**src/rtl/sccb_pkg.sv**
```systemverilog
// Shared types and constants for the SCCB camera register loader.
package sccb_pkg;

    typedef enum logic [2:0] {
        IDLE,
        FETCH,
        DELAY,
        START,
        SHIFT,
        STOP,
        FINISH
    } state_t;

    localparam logic [15:0] CMD_END       = 16'hFFFF;
    localparam logic [7:0]  CMD_DELAY_REG = 8'hFE;

    localparam int unsigned BITS_PER_BYTE = 9;
    localparam int unsigned BYTES_PER_TXN = 3;
    localparam int unsigned START_QTICKS  = 2;
    localparam int unsigned STOP_QTICKS   = 7;

endpackage

```
**src/rtl/sccb_tick_gen.sv**
```systemverilog
// Quarter-bit tick divider: one-cycle qtick every DIV clocks, held at phase 0 while clr.
module sccb_tick_gen #(
    parameter int unsigned DIV = 125
) (
    input  logic clk,
    input  logic rst,
    input  logic clr,
    output logic qtick
);

    localparam int unsigned CW = (DIV > 1) ? $clog2(DIV) : 1;

    logic [CW-1:0] cnt;

    always_ff @(posedge clk) begin
        if (rst || clr) begin
            cnt   <= '0;
            qtick <= 1'b0;
        end else if (cnt == CW'(DIV - 1)) begin
            cnt   <= '0;
            qtick <= 1'b1;
        end else begin
            cnt   <= cnt + CW'(1);
            qtick <= 1'b0;
        end
    end

endmodule

```
**src/rtl/sccb_cfg_engine.sv**
```systemverilog
// SCCB register loader: walks a {reg_addr, reg_data} table and writes each entry
// to the sensor as a 3-byte SCCB write, with ACK retry, table delays and status.
module sccb_cfg_engine
    import sccb_pkg::*;
#(
    parameter int unsigned CLK_HZ    = 50_000_000,
    parameter int unsigned SCCB_HZ   = 100_000,
    parameter logic [7:0]  DEV_ADDR  = 8'h60,
    parameter int unsigned ROM_AW    = 8,
    parameter int unsigned NUM_CMDS  = 20,
    parameter int unsigned MAX_RETRY = 3,
    parameter int unsigned MS_CYC    = CLK_HZ / 1000
) (
    input  logic              clk,
    input  logic              rst,
    input  logic              start,
    output logic [ROM_AW-1:0] rom_addr,
    input  logic [15:0]       rom_data,
    output logic              sioc,
    output logic              siod_oe,
    input  logic              siod_in,
    output logic              busy,
    output logic              done,
    output logic              error,
    output logic [ROM_AW-1:0] err_index
);

    localparam int unsigned Q_RAW   = CLK_HZ / (4 * SCCB_HZ);
    localparam int unsigned Q       = (Q_RAW == 0) ? 1 : Q_RAW;
    localparam int unsigned RW      = $clog2(MAX_RETRY + 1) + 1;
    localparam logic [3:0]  ACK_BIT = 4'(BITS_PER_BYTE - 1);

    state_t          state;
    logic            qtick;
    logic            fetch_wait;
    logic [7:0]      reg_a;
    logic [7:0]      reg_d;
    logic [7:0]      sh;
    logic [31:0]     dly_cnt;
    logic [2:0]      qph;
    logic [3:0]      bit_idx;
    logic [1:0]      byte_idx;
    logic [RW-1:0]   retry;
    logic            nack;

    sccb_tick_gen #(
        .DIV(Q)
    ) u_tick (
        .clk  (clk),
        .rst  (rst),
        .clr  (~busy),
        .qtick(qtick)
    );

    // Saturates at NUM_CMDS so the end-of-table check can never be skipped.
    function automatic logic [ROM_AW-1:0] next_addr(input logic [ROM_AW-1:0] a);
        return (a == ROM_AW'(NUM_CMDS)) ? a : a + ROM_AW'(1);
    endfunction

    always_ff @(posedge clk) begin
        if (rst) begin
            state      <= IDLE;
            sioc       <= 1'b1;
            siod_oe    <= 1'b0;
            rom_addr   <= '0;
            busy       <= 1'b0;
            done       <= 1'b0;
            error      <= 1'b0;
            err_index  <= '0;
            fetch_wait <= 1'b0;
            reg_a      <= '0;
            reg_d      <= '0;
            sh         <= '0;
            dly_cnt    <= '0;
            qph        <= '0;
            bit_idx    <= '0;
            byte_idx   <= '0;
            retry      <= '0;
            nack       <= 1'b0;
        end else begin
            case (state)
                IDLE: begin
                    if (start) begin
                        busy       <= 1'b1;
                        done       <= 1'b0;
                        error      <= 1'b0;
                        rom_addr   <= '0;
                        fetch_wait <= 1'b0;
                        state      <= FETCH;
                    end
                end

                FETCH: begin
                    fetch_wait <= 1'b1;
                    if (fetch_wait) begin
                        fetch_wait <= 1'b0;
                        reg_a      <= rom_data[15:8];
                        reg_d      <= rom_data[7:0];
                        if (rom_addr == ROM_AW'(NUM_CMDS) || rom_data == CMD_END) begin
                            state <= FINISH;
                        end else if (rom_data[15:8] == CMD_DELAY_REG) begin
                            if (rom_data[7:0] == 8'd0) begin
                                rom_addr <= next_addr(rom_addr);
                            end else begin
                                dly_cnt <= 32'(rom_data[7:0]) * MS_CYC - 32'd1;
                                state   <= DELAY;
                            end
                        end else begin
                            retry <= '0;
                            qph   <= '0;
                            nack  <= 1'b0;
                            state <= START;
                        end
                    end
                end

                DELAY: begin
                    if (dly_cnt == 32'd0) begin
                        rom_addr <= next_addr(rom_addr);
                        state    <= FETCH;
                    end else begin
                        dly_cnt <= dly_cnt - 32'd1;
                    end
                end

                START: begin
                    if (qtick) begin
                        if (qph != 3'(START_QTICKS - 1)) begin
                            siod_oe <= 1'b1;
                            qph     <= qph + 3'd1;
                        end else begin
                            sioc     <= 1'b0;
                            qph      <= '0;
                            bit_idx  <= '0;
                            byte_idx <= '0;
                            sh       <= DEV_ADDR;
                            nack     <= 1'b0;
                            state    <= SHIFT;
                        end
                    end
                end

                SHIFT: begin
                    if (qtick) begin
                        qph <= qph + 3'd1;
                        case (qph[1:0])
                            2'd0: siod_oe <= (bit_idx == ACK_BIT) ? 1'b0 : ~sh[7];
                            2'd1: sioc <= 1'b1;
                            2'd2: if (bit_idx == ACK_BIT && siod_in) nack <= 1'b1;
                            2'd3: begin
                                sioc <= 1'b0;
                                qph  <= '0;
                                if (bit_idx == ACK_BIT) begin
                                    bit_idx <= '0;
                                    if (nack || byte_idx == 2'(BYTES_PER_TXN - 1)) begin
                                        state <= STOP;
                                    end else begin
                                        byte_idx <= byte_idx + 2'd1;
                                        sh       <= (byte_idx == 2'd0) ? reg_a : reg_d;
                                    end
                                end else begin
                                    bit_idx <= bit_idx + 4'd1;
                                    sh      <= {sh[6:0], 1'b0};
                                end
                            end
                        endcase
                    end
                end

                // Stop condition, then bus-free time before the next attempt or entry.
                STOP: begin
                    if (qtick) begin
                        qph <= qph + 3'd1;
                        case (qph)
                            3'd0: siod_oe <= 1'b1;
                            3'd1: sioc    <= 1'b1;
                            3'd2: siod_oe <= 1'b0;
                            3'(STOP_QTICKS - 1): begin
                                qph <= '0;
                                if (!nack) begin
                                    rom_addr <= next_addr(rom_addr);
                                    state    <= FETCH;
                                end else if (retry == RW'(MAX_RETRY)) begin
                                    error     <= 1'b1;
                                    err_index <= rom_addr;
                                    busy      <= 1'b0;
                                    state     <= IDLE;
                                end else begin
                                    retry <= retry + RW'(1);
                                    nack  <= 1'b0;
                                    state <= START;
                                end
                            end
                            default: ;
                        endcase
                    end
                end

                FINISH: begin
                    busy  <= 1'b0;
                    done  <= 1'b1;
                    state <= IDLE;
                end

                default: state <= IDLE;
            endcase
        end
    end

endmodule
```
**config.mk**
```make
export PLATFORM = sky130hd
export DESIGN_NAME = sccb_cfg_engine
export DESIGN_NICKNAME = d
export VERILOG_FILES = /design/src/rtl/sccb_pkg.sv /design/src/rtl/sccb_tick_gen.sv /design/src/rtl/sccb_cfg_engine.sv
export SDC_FILE = /design/constraint.sdc
export NUM_CORES = 1
export LEC_CHECK = 0
export CORE_ASPECT_RATIO = 0.75
export CORE_UTILIZATION = 66
export CTS_BUF_LIST = sky130_fd_sc_hd__clkbuf_16
export CTS_CLUSTER_DIAMETER = 100
export DETAILED_ROUTE_END_ITERATION = 8
export PLACE_DENSITY_LB_ADDON = 0.15
export SLEW_MARGIN = 20
export SYNTH_ARGS = -nofsm -noshare
export SYNTH_HDL_FRONTEND = slang
export SYNTH_SLANG_ARGS = --single-unit
```
**constraint.sdc**
```tcl
create_clock -name clk -period 7.7 [get_ports clk]
set_input_delay 1.925 -clock clk [delete_from_list [all_inputs] [get_ports clk]]
set_output_delay 1.925 -clock clk [all_outputs]
set_load 0.005 [all_outputs]
```
Word-level counts from Yosys, hierarchy flattened
Cells that the tools add are included.

word-level totals
  register bits = 102
  bits in latches = 0
  memory bits (writable) = 0
  bits in read-only memories = 0
  input port bits = 20
  memories = 0

operators by class
  $add $sub $neg = 8
  $mul = 1
  div/mod/pow operators = 0
  magnitude comparators = 0
  eq/ne operators = 51
  shifts and indexed selects = 0
  multiplexer cells = 112
  bitwise gates (word level) = 2
  reductions and logical operators = 38

operators by type and width
  operator                                                               number
  32-bit two-way mux                                                     5
  8-bit two-way mux                                                      17
  3-bit two-way mux                                                      27
  32-bit case mux with 2 select lines                                    1
  2-bit != test (second input constant)                                  21
  1-bit two-way mux                                                      33
  32-bit zero test                                                       1
  8-bit case mux with 4 select lines                                     1
  32-bit by 1-bit subtractor with 32-bit output (second input constant)  1
  7-bit AND reduction                                                    4
  24-bit by 1-bit subtractor with 25-bit output (second input constant)  1
  6-bit AND reduction                                                    4
  8-bit by 12-bit multiplier with 20-bit output (second input constant)  1
  4-bit two-way mux                                                      5
  3-bit case mux with 6 select lines                                     1
  16-bit == test (second input constant)                                 1
  2-bit two-way mux                                                      8
  8-bit case mux with 2 select lines                                     1
  3-bit by 2-bit == test with 1-bit output (second input constant)       4
  3-bit == test (second input constant)                                  4
  2-bit by 1-bit != test with 1-bit output (second input constant)       6
  3-bit case mux with 4 select lines                                     1
  12-bit AND reduction                                                   1
  2-bit nonzero test                                                     6
  36 further kinds                                                       57

Longest topological paths before layout
Gate-level depths: netlist of the first run.

  word-level depth = 7
  mapped depth = 16
  depth with buffers taken out = 15

Modules after synthesis
From an unflattened synthesis of the first run, not the netlist that was laid out.

second synthesis, totals
  cells, all modules = 952
  area, all modules = 7618.6 µm²

modules (own cells, without submodules)
  module           times used  cells an instance  area an instance (µm²)  sequential area each (µm²)
  sccb_cfg_engine  1           914                7278.2                  1881.8
  sccb_tick_gen    1           38                 340.3                   160.2

Worst setup path after synthesis of the first run
No wires, ideal clock.

  kind = input to register
  start point = in rom_data[2]
  end point = reg dly_cnt[23]
  setup time = 0.117 ns
  arrival = 5.676 ns
  data required time = 7.583 ns
  slack = 1.908 ns
  stages = 16
  cells stage by stage = ha_1 ha_1 inv_1 fa_1 inv_1 fa_1 ha_1 clkbuf_2 a211oi_2 o211ai_1 a2111o_1 o311ai_2 o211ai_1 nor4_2 xnor2_1 a22o_1

on the way
  word-level cells in the longest chain between the ends = 7
  elaborated cells between the ends (all ways) = 13

ends and longest elaborated chain
  what                                           line                    RTL
  start, declared                                sccb_cfg_engine.sv:18   input logic [15:0] rom_data,
  8-bit by 12-bit multiplier with 20-bit output  sccb_cfg_engine.sv:105  dly_cnt <= 32'(rom_data[7:0]) * MS_CYC - 32'd1;
  24-bit by 1-bit subtractor with 25-bit output  sccb_cfg_engine.sv:105
  32-bit two-way mux                             sccb_cfg_engine.sv:102  if (rom_data[7:0] == 8'd0) begin
  32-bit two-way mux                             sccb_cfg_engine.sv:101  end else if (rom_data[15:8] == CMD_DELAY_REG) begin
  32-bit two-way mux                             sccb_cfg_engine.sv:99   if (rom_addr == ROM_AW'(NUM_CMDS) || rom_data == CMD_END) begin
  32-bit two-way mux                             sccb_cfg_engine.sv:95   if (fetch_wait) begin
  32-bit case mux with 2 select lines            sccb_cfg_engine.sv:81   case (state)
  end signal, assigned                           sccb_cfg_engine.sv:105
  end signal, assigned                           sccb_cfg_engine.sv:122  dly_cnt <= dly_cnt - 32'd1;
  end, declared                                  sccb_cfg_engine.sv:39   logic [31:0] dly_cnt;

Parallel ways exist; a longest one is shown, timed or not. The select of a mux whose other input is x is not followed.
A chain may end at the register's enable or synchronous reset.

Worst setup path in the final report of the first run
  start point = in rom_data[4]
  end point = reg dly_cnt[26]

The elaborated chain is that of the path after synthesis.

==> results.ini, run 1 <==
[run_status]
status = finished, violations left
violations = design-rule violations

[yosys]
synth.area.top_cells = dfxtp_1, ha_1, a21oi_1
synth_cell_type_count = 77
synth_seq_cells = 102
synth_edf_count = 0
synth_seq_area_share_pct = 27.30
yosysTopAreaCellShare_pct = 27.30
synthesis.nets = 1044
postSynthAreaPerCell_um2 = 7.973
yosysTopAreaCell = dfxtp_1
syn_area_um2 = 7478
async_reset_ff_share_pct = 0
ys.flop_type = dfxtp_1
yosys_warnings = 0
synth_cells = 938

[place]
dp_hpwl_um = 13740
dpl_cell_area_um2 = 7870
numPortBuffers = 40
finalWeightedCongestion = 0.9055
placed_cells = 1076

[clock_tree]
cts_buffers = 9
clock_path_buffers = 2
cts_hold_buf = 0
numClockSinks = 102
cts_max_level = 3
clk_latency_ns = 0.35
cts-resized-gates = 0
cts_setup_buffers = 0
cts_tree = built
path_clk_slew_ns = 0.08
root_buffer = clkbuf_16

[run]
max_cap_viol_count = 0

[power]
peakVddDrop_v = 0.0003187
powerDensity_nw_per_um2 = 388.9
p_leak_nw = 3.170

[global_route]
grt_start_max_net_pins = 87
grt_pass1_wl_um = 30750
antenna_found_initial = 0
first_global_vias = 6506
grt_use_total_pct = 32.21
overflow = 0

[routing]
wl_per_cell_um = 16.97
ant_nets = 0
wl_um = 18510
firstDrtPassIters = 9
drt-initial-drc-count = 602
vias_per_cell = 6.430
vias = 7015
drcViolationCount = 6

[sta]
final_hold_viol_count = 0
fin_skew_ns = 0.01337
max_slew_margin_pct = 32.81
rsz0062_at_grt = no
setup_viol = 0
tns_ns = 0
min_period_over_period_pct = 84.11
fin_crit_ns = 6.476
hold_slack_ns = 0.4549
tightest_slew_ns = 1.008
drv_slew = 0
timing.fmax_ghz = 0.1544

[layout]
syn_to_final_growth_pct = 9.352
fillers = 832
num_antenna_cells = 0
final_layout_size_suffix_gt1_share_pct = 5.152
fin_cells = 1091
stdcell_area_um2 = 8178
finalNetCount = 1053

[worst_setup_path]
critical_path.most_common_cell = ha_1
crit_chain = clkdlybuf4s50_1 -> ha_1 -> ha_1 -> inv_1 -> fa_1 -> inv_1 -> fa_1 -> ha_1 -> a211oi_2 -> o211ai_1 -> a2111o_1 -> o311ai_2 -> o211ai_1 -> nor2_1 -> nand4_1 -> a21oi_1
worstPathRequired_ns = 7.97
start_kind = input port
crit_type = in -> reg
cp_slowest_stage_delay_ns = 0.62
crit_path_start = rom_data[4]
r2r_start = rom_addr[0]
crit_fanout = 8
slowest_stage = clkdlybuf4s50_1
cp-end-kind = register
crit_arrival_ns = 6.75

[floorplanning]
core-area_um2 = 10980
dieArea_um2 = 11770
initial_core_util_pct = 68.09
die_x_um = 124.9
die_y_um = 94.19
num_io_pins = 41
fp-row-count = 33

[worst_hold_path]
hold_path_class = reg -> reg
worst_hold_startpoint = error

final timing paths:
kind	end	slack (ns)	depth (start not counted)
worst max register to register	dly_cnt[26]	4.55	8
worst min register to register	error	0.45	2
worst max-delay path	dly_cnt[26]	1.22	16
worst min-delay path	error	0.45	2
through the flow:
stage          total power [W]  utilization, %  worst slack [ns]
2_1_floorplan         0.002262               -             1.908
3_3_place_gp          0.002578           71.66             1.102
3_5_place_dp          0.002666           71.66            0.8921
4_1_cts               0.003138           74.44             1.250
5_1_grt               0.003403           74.46            0.9150
6_report              0.003181           74.46             1.224
cell usage in the layout, fill, tap and decap left out, drive strengths merged, types with 11 or more instances in the layout:
cell,Yosys,layout
a21o,15,15
a21oi,95,95
clkdlybuf4s50,0,39
dfxtp,102,102
fa,12,12
ha,74,74
inv,40,42
mux2i,22,22
nand2,103,103
nand2b,18,18
nand3,24,24
nand4,21,21
nor2,113,113
nor3,24,24
nor4,11,11
o21ai,49,49
xnor2,17,17
xor2,22,22
power breakdown:
group / internal (W) / switching (W) / leakage [nW] / total [W]
clock network: 0.000256 / 0.000210 / 0.145 / 0.000466
registers: 0.000615 / 0.000107 / 0.823 / 0.000722
logic: 0.000717 / 0.00128 / 2.20 / 0.00199
total: 0.00159 / 0.00159 / 3.17 / 0.00318
sequential cells by signal (all words and copies together), names as in the netlist:
name / count
nack: 1
retry: 3
busy: 1
rom_addr: 8
sioc: 1
error: 1
dly_cnt: 32
reg_d: 8
err_index: 8
sh: 8
siod_oe: 1
fetch_wait: 1
byte_idx: 2
u_tick.qtick: 1
bit_idx: 4
done: 1
state: 3
qph: 3
u_tick.cnt: 7
reg_a: 8
cell usage after synthesis, types with 6 or more instances:
| cell type | instances |
|---|---|
| o211ai_1 | 6 |
| xnor2_1 | 17 |
| and3_1 | 7 |
| nand4_1 | 20 |
| nand2_1 | 101 |
| a21o_1 | 15 |
| nand3_1 | 24 |
| inv_1 | 40 |
| fa_1 | 12 |
| nor3_1 | 22 |
| a22oi_1 | 6 |
| xor2_1 | 22 |
| nor4_1 | 8 |
| nand2b_1 | 18 |
| nor2_1 | 112 |
| a21oi_1 | 94 |
| dfxtp_1 | 102 |
| a311oi_1 | 6 |
| or3_1 | 8 |
| a211oi_1 | 9 |
| clkbuf_1 | 32 |
| ha_1 | 74 |
| mux2i_1 | 22 |
| buf_2 | 7 |
| o21ai_0 | 48 |
final cells by class:
type | count | area (µm²) | area share [%]
clock buffers | 9 | 225.2 | 2.754
clock inverters | 6 | 80.08 | 0.9792
multi-input cells | 750 | 5080 | 62.12
flip-flops and latches | 102 | 2042 | 24.97
inverters | 40 | 150.1 | 1.836
repair buffers | 44 | 425.4 | 5.202
well taps | 140 | 175.2 | 2.142
worst max-delay path: cells and delay by family:
kind / cells / cell delay, ns
adder cells (fa/ha/maj): 5 / 1.99
AO/OA/AOI/OAI: 6 / 1.60
AND/OR/NAND/NOR: 2 / 0.49
buffers and inverters: 3 / 0.74
layer usage:
metal | track usage, % | share of wire [%] | wire length (µm)
met5 | 0 | 0 | 0
met1 | 43.74 | 45 | 8389
met4 | 7.622 | 1.1 | 206
met3 | 5.638 | 6.9 | 1271
met2 | 53.42 | 47 | 8642
logic make-up (layout without fill, tap and decap cells):
logic type | count (synthesis) | in the layout | share of synthesized area, %
buffers and inverters | 86 | 99 | 4.802
AND/OR/NAND/NOR | 364 | 364 | 24.33
flip-flops | 102 | 102 | 27.30
XOR/XNOR | 39 | 39 | 4.567
AO/OA/AOI/OAI | 238 | 238 | 20.31
adder cells (fa/ha/maj) | 86 | 86 | 15.59
multiplexers | 23 | 23 | 3.095
Power figures use the tool's default switching activity.
==> inputs of run 2 (changes only) <==
--- a/config.mk
+++ b/config.mk
@@ -6,7 +6,7 @@
 export NUM_CORES = 1
 export LEC_CHECK = 0
 export CORE_ASPECT_RATIO = 0.75
-export CORE_UTILIZATION = 66
+export CORE_UTILIZATION = 61
 export CTS_BUF_LIST = sky130_fd_sc_hd__clkbuf_16
 export CTS_CLUSTER_DIAMETER = 100
 export DETAILED_ROUTE_END_ITERATION = 8
==> constraint.sdc (replaced) <==
create_clock -name clk -period 6.1 [get_ports clk]
set_input_delay 1.525 -clock clk [delete_from_list [all_inputs] [get_ports clk]]
set_output_delay 1.525 -clock clk [all_outputs]
set_load 0.005 [all_outputs]
==> run 2 against run 1 <==
  * Largest cell class unchanged
  * The flow now finishes without violations
  * Global-route usage fell by 2.0 points
  * Critical endpoint is now dly_cnt[28]
  * Critical path depth did not move
  * Die area rose by 8.0%
  * Core utilization fell by 3.4 points
  * Via count fell by 0.23%
  * Total power rose by 28%
  * Sequential power rose by 26%
  * Sequential cell count did not move
  * Worst setup slack got worse by 0.91 ns
==> results.ini, run 2 (same netlist as run 1, synthesis figures left out) <==
[worst_setup_path]
critPathBufInv = 3  ; unchanged
crit_fanout = 8  ; unchanged
crit_type = in -> reg  ; unchanged
slowest_stage = fa_1  ; was clkdlybuf4s50_1
reg2reg_depth = 9  ; was 8
cpLargestDelayFamily = adder cells  ; unchanged
crit_arrival_ns = 6.07  ; was 6.75 ns
worstPathRequired_ns = 6.38  ; was 7.97 ns
start_kind = input port  ; unchanged
critical_path.most_common_cell = ha_1  ; unchanged
reg2reg_to = dly_cnt[17]  ; was dly_cnt[26]
crit_chain = clkdlybuf4s50_1 -> ha_1 -> ha_1 -> inv_1 -> fa_1 -> inv_1 -> fa_1 -> ha_1 -> a211oi_2 -> o211ai_1 -> a2111o_1 -> o311ai_2 -> o211ai_1 -> nor2_1 -> nand4_1 -> a21oi_1  ; unchanged
rrSetupSlack_ns = 3.03  ; was 4.55 ns
cp_slowest_stage_delay_ns = 0.49  ; was 0.62 ns
cp-end-kind = register  ; unchanged
r2r_start = rom_addr[0]  ; unchanged

[routing]
wl_um = 18800  ; was 18510 µm
drcViolationCount = 0  ; was 6
vias_per_cell = 6.150  ; was 6.430
ant_nets = 0  ; unchanged
firstDrtPassIters = 7  ; was 9
wl_per_cell_um = 16.52  ; was 16.97 µm
drt-initial-drc-count = 526  ; was 602
vias = 6999  ; was 7015

[worst_hold_path]
min_to = reg_a[1]  ; was error
holdPathStages = 2  ; unchanged
worst_hold_startpoint = reg_a[1]  ; was error
hold_path_class = reg -> reg  ; unchanged

[layout]
syn_to_final_growth_pct = 12.00  ; was 9.352%
fin_cells = 1138  ; was 1091
fillers = 947  ; was 832
largest_reg_flops = 32  ; unchanged
stdcell_area_um2 = 8376  ; was 8178 µm²
num_antenna_cells = 0  ; unchanged
final_cell_mix = nor2_1, dfxtp_1, nand2_1, a21oi_1, ha_1  ; unchanged
final_layout_size_suffix_gt1_share_pct = 7.480  ; was 5.152%
final_common_cell = nor2_1  ; unchanged
finalNetCount = 1077  ; was 1053
fin_util_pct = 71.08  ; was 74.46%
regMostFlops = dly_cnt  ; unchanged

[floorplanning]
die_x_um = 129.9  ; was 124.9 µm
initial_core_util_pct = 63.46  ; was 68.09%
num_io_pins = 41  ; unchanged
die_y_um = 97.89  ; was 94.19 µm
fp-row-count = 34  ; was 33
dieArea_um2 = 12710  ; was 11770 µm²
core-area_um2 = 11780  ; was 10980 µm²

[clock_tree]
root_buffer = clkbuf_16  ; unchanged
clk_latency_ns = 0.35  ; about the same
cts_buffers = 9  ; unchanged
path_clk_slew_ns = 0.08  ; about the same
cts_tree = built  ; unchanged
clock_path_buffers = 2  ; unchanged
cts_hold_buf = 0  ; unchanged
cts_max_level = 3  ; unchanged
numClockSinks = 102  ; unchanged

[sta]
min_period_over_period_pct = 94.91
tightest_slew_ns = 1.039  ; was 1.008 ns
timing.fmax_ghz = 0.1727
setup_viol = 0  ; unchanged
fin_skew_ns = 0.007498  ; was 0.01337 ns
final_hold_viol_count = 0  ; unchanged
fin_crit_ns = 5.789
max_slew_margin_pct = 30.12  ; was 32.81%
tns_ns = 0  ; unchanged
drv_slew = 0  ; unchanged
rsz0062_at_grt = no  ; unchanged

[power]
p_leak_nw = 3.283  ; was 3.170 nW
peakVddDrop_v = 0.0005436  ; was 0.0003187 V
finalPower_w = 0.004071  ; was 0.003181 W
powerDensity_nw_per_um2 = 486.1  ; was 388.9 nW/µm²

[global_route]
grt_use_total_pct = 30.17  ; was 32.21%
grt_start_max_net_pins = 56  ; was 87
overflow = 0  ; unchanged
grt_pass1_wl_um = 30730  ; was 30750 µm
antenna_found_initial = 0  ; unchanged
first_global_vias = 6470  ; was 6506

[place]
dpl_cell_area_um2 = 8078  ; was 7870 µm²
numPortBuffers = 40  ; unchanged
dp_hpwl_um = 14120  ; was 13740 µm
finalWeightedCongestion = 0.9205  ; was 0.9055
placed_cells = 1122  ; was 1076

[run_status]
status = finished, final reports clean  ; was finished, violations left

[run]
max_cap_viol_count = 0  ; unchanged

[run 2: through the flow]
stage | hold slack [ns] | setup WS [ns]
after floorplan | 0.4297 | 0.7076
after global placement | 0.4336 | 0.1185
after detailed placement | 0.4480 | -0.04303
after CTS | 0.4574 | 0.2731
after global routing | 0.4857 | 0.001871
final | 0.4588 | 0.3107
[run 2: worst reg2reg max path, cell delays in order (launching register included)]
cell and delay [ns]:
dfxtp_1 0.46, inv_1 0.12, ha_1 0.21, nor4bb_1 0.17, and3_1 0.23, a311o_1 0.39, or4_1 0.61, nand2_4 0.31
a21oi_1 0.12, a2111oi_0 0.34
[run 2: what timing repair did]
action                     CTS  global route
setup endpoints to repair    0             8
setup buffers                0             0
gates resized for setup      0             1
[run 2: routing by layer]
layer,global-route usage (%),wire [µm],vias to the layer above
met5,0,0,-
met4,6.798,194,0
met3,4.658,1198,20
met2,48.75,8665,230
met1,42.26,8740,3304
li1,-,-,3445
[run 2: area by class of cell]
type / instances / area (µm²) / area share [%]
clock buffers: 9 / 225.2 / 2.689
clock inverters: 7 / 67.56 / 0.8067
inverters: 40 / 150.1 / 1.793
multi-input cells: 750 / 5082 / 60.68
flip-flops and latches: 102 / 2042 / 24.38
well taps: 162 / 202.7 / 2.420
repair buffers: 68 / 605.6 / 7.230
[run 2: worst max-delay path by stage]
stage,start,endpoint,slack [ns],cells past startpoint
after floorplan,rom_data[2],dly_cnt[23],0.71,16
after CTS,rom_data[2],dly_cnt[28],0.27,16
after global placement,rom_data[2],dly_cnt[31],0.12,16
after detailed placement,rom_data[2],dly_cnt[28],-0.04,16
final,rom_data[2],dly_cnt[28],0.31,16
after global routing,rom_data[2],dly_cnt[29],0.002,16
[run 2: report_power, final]
| group | internal (W) | leakage [nW] | switching (W) | total, W |
|---|---|---|---|---|
| logic | 0.000971 | 2.32 | 0.00163 | 0.00260 |
| registers | 0.000776 | 0.823 | 0.000133 | 0.000909 |
| clock network | 0.000287 | 0.140 | 0.000279 | 0.000566 |
| total | 0.00203 | 3.28 | 0.00204 | 0.00407 |
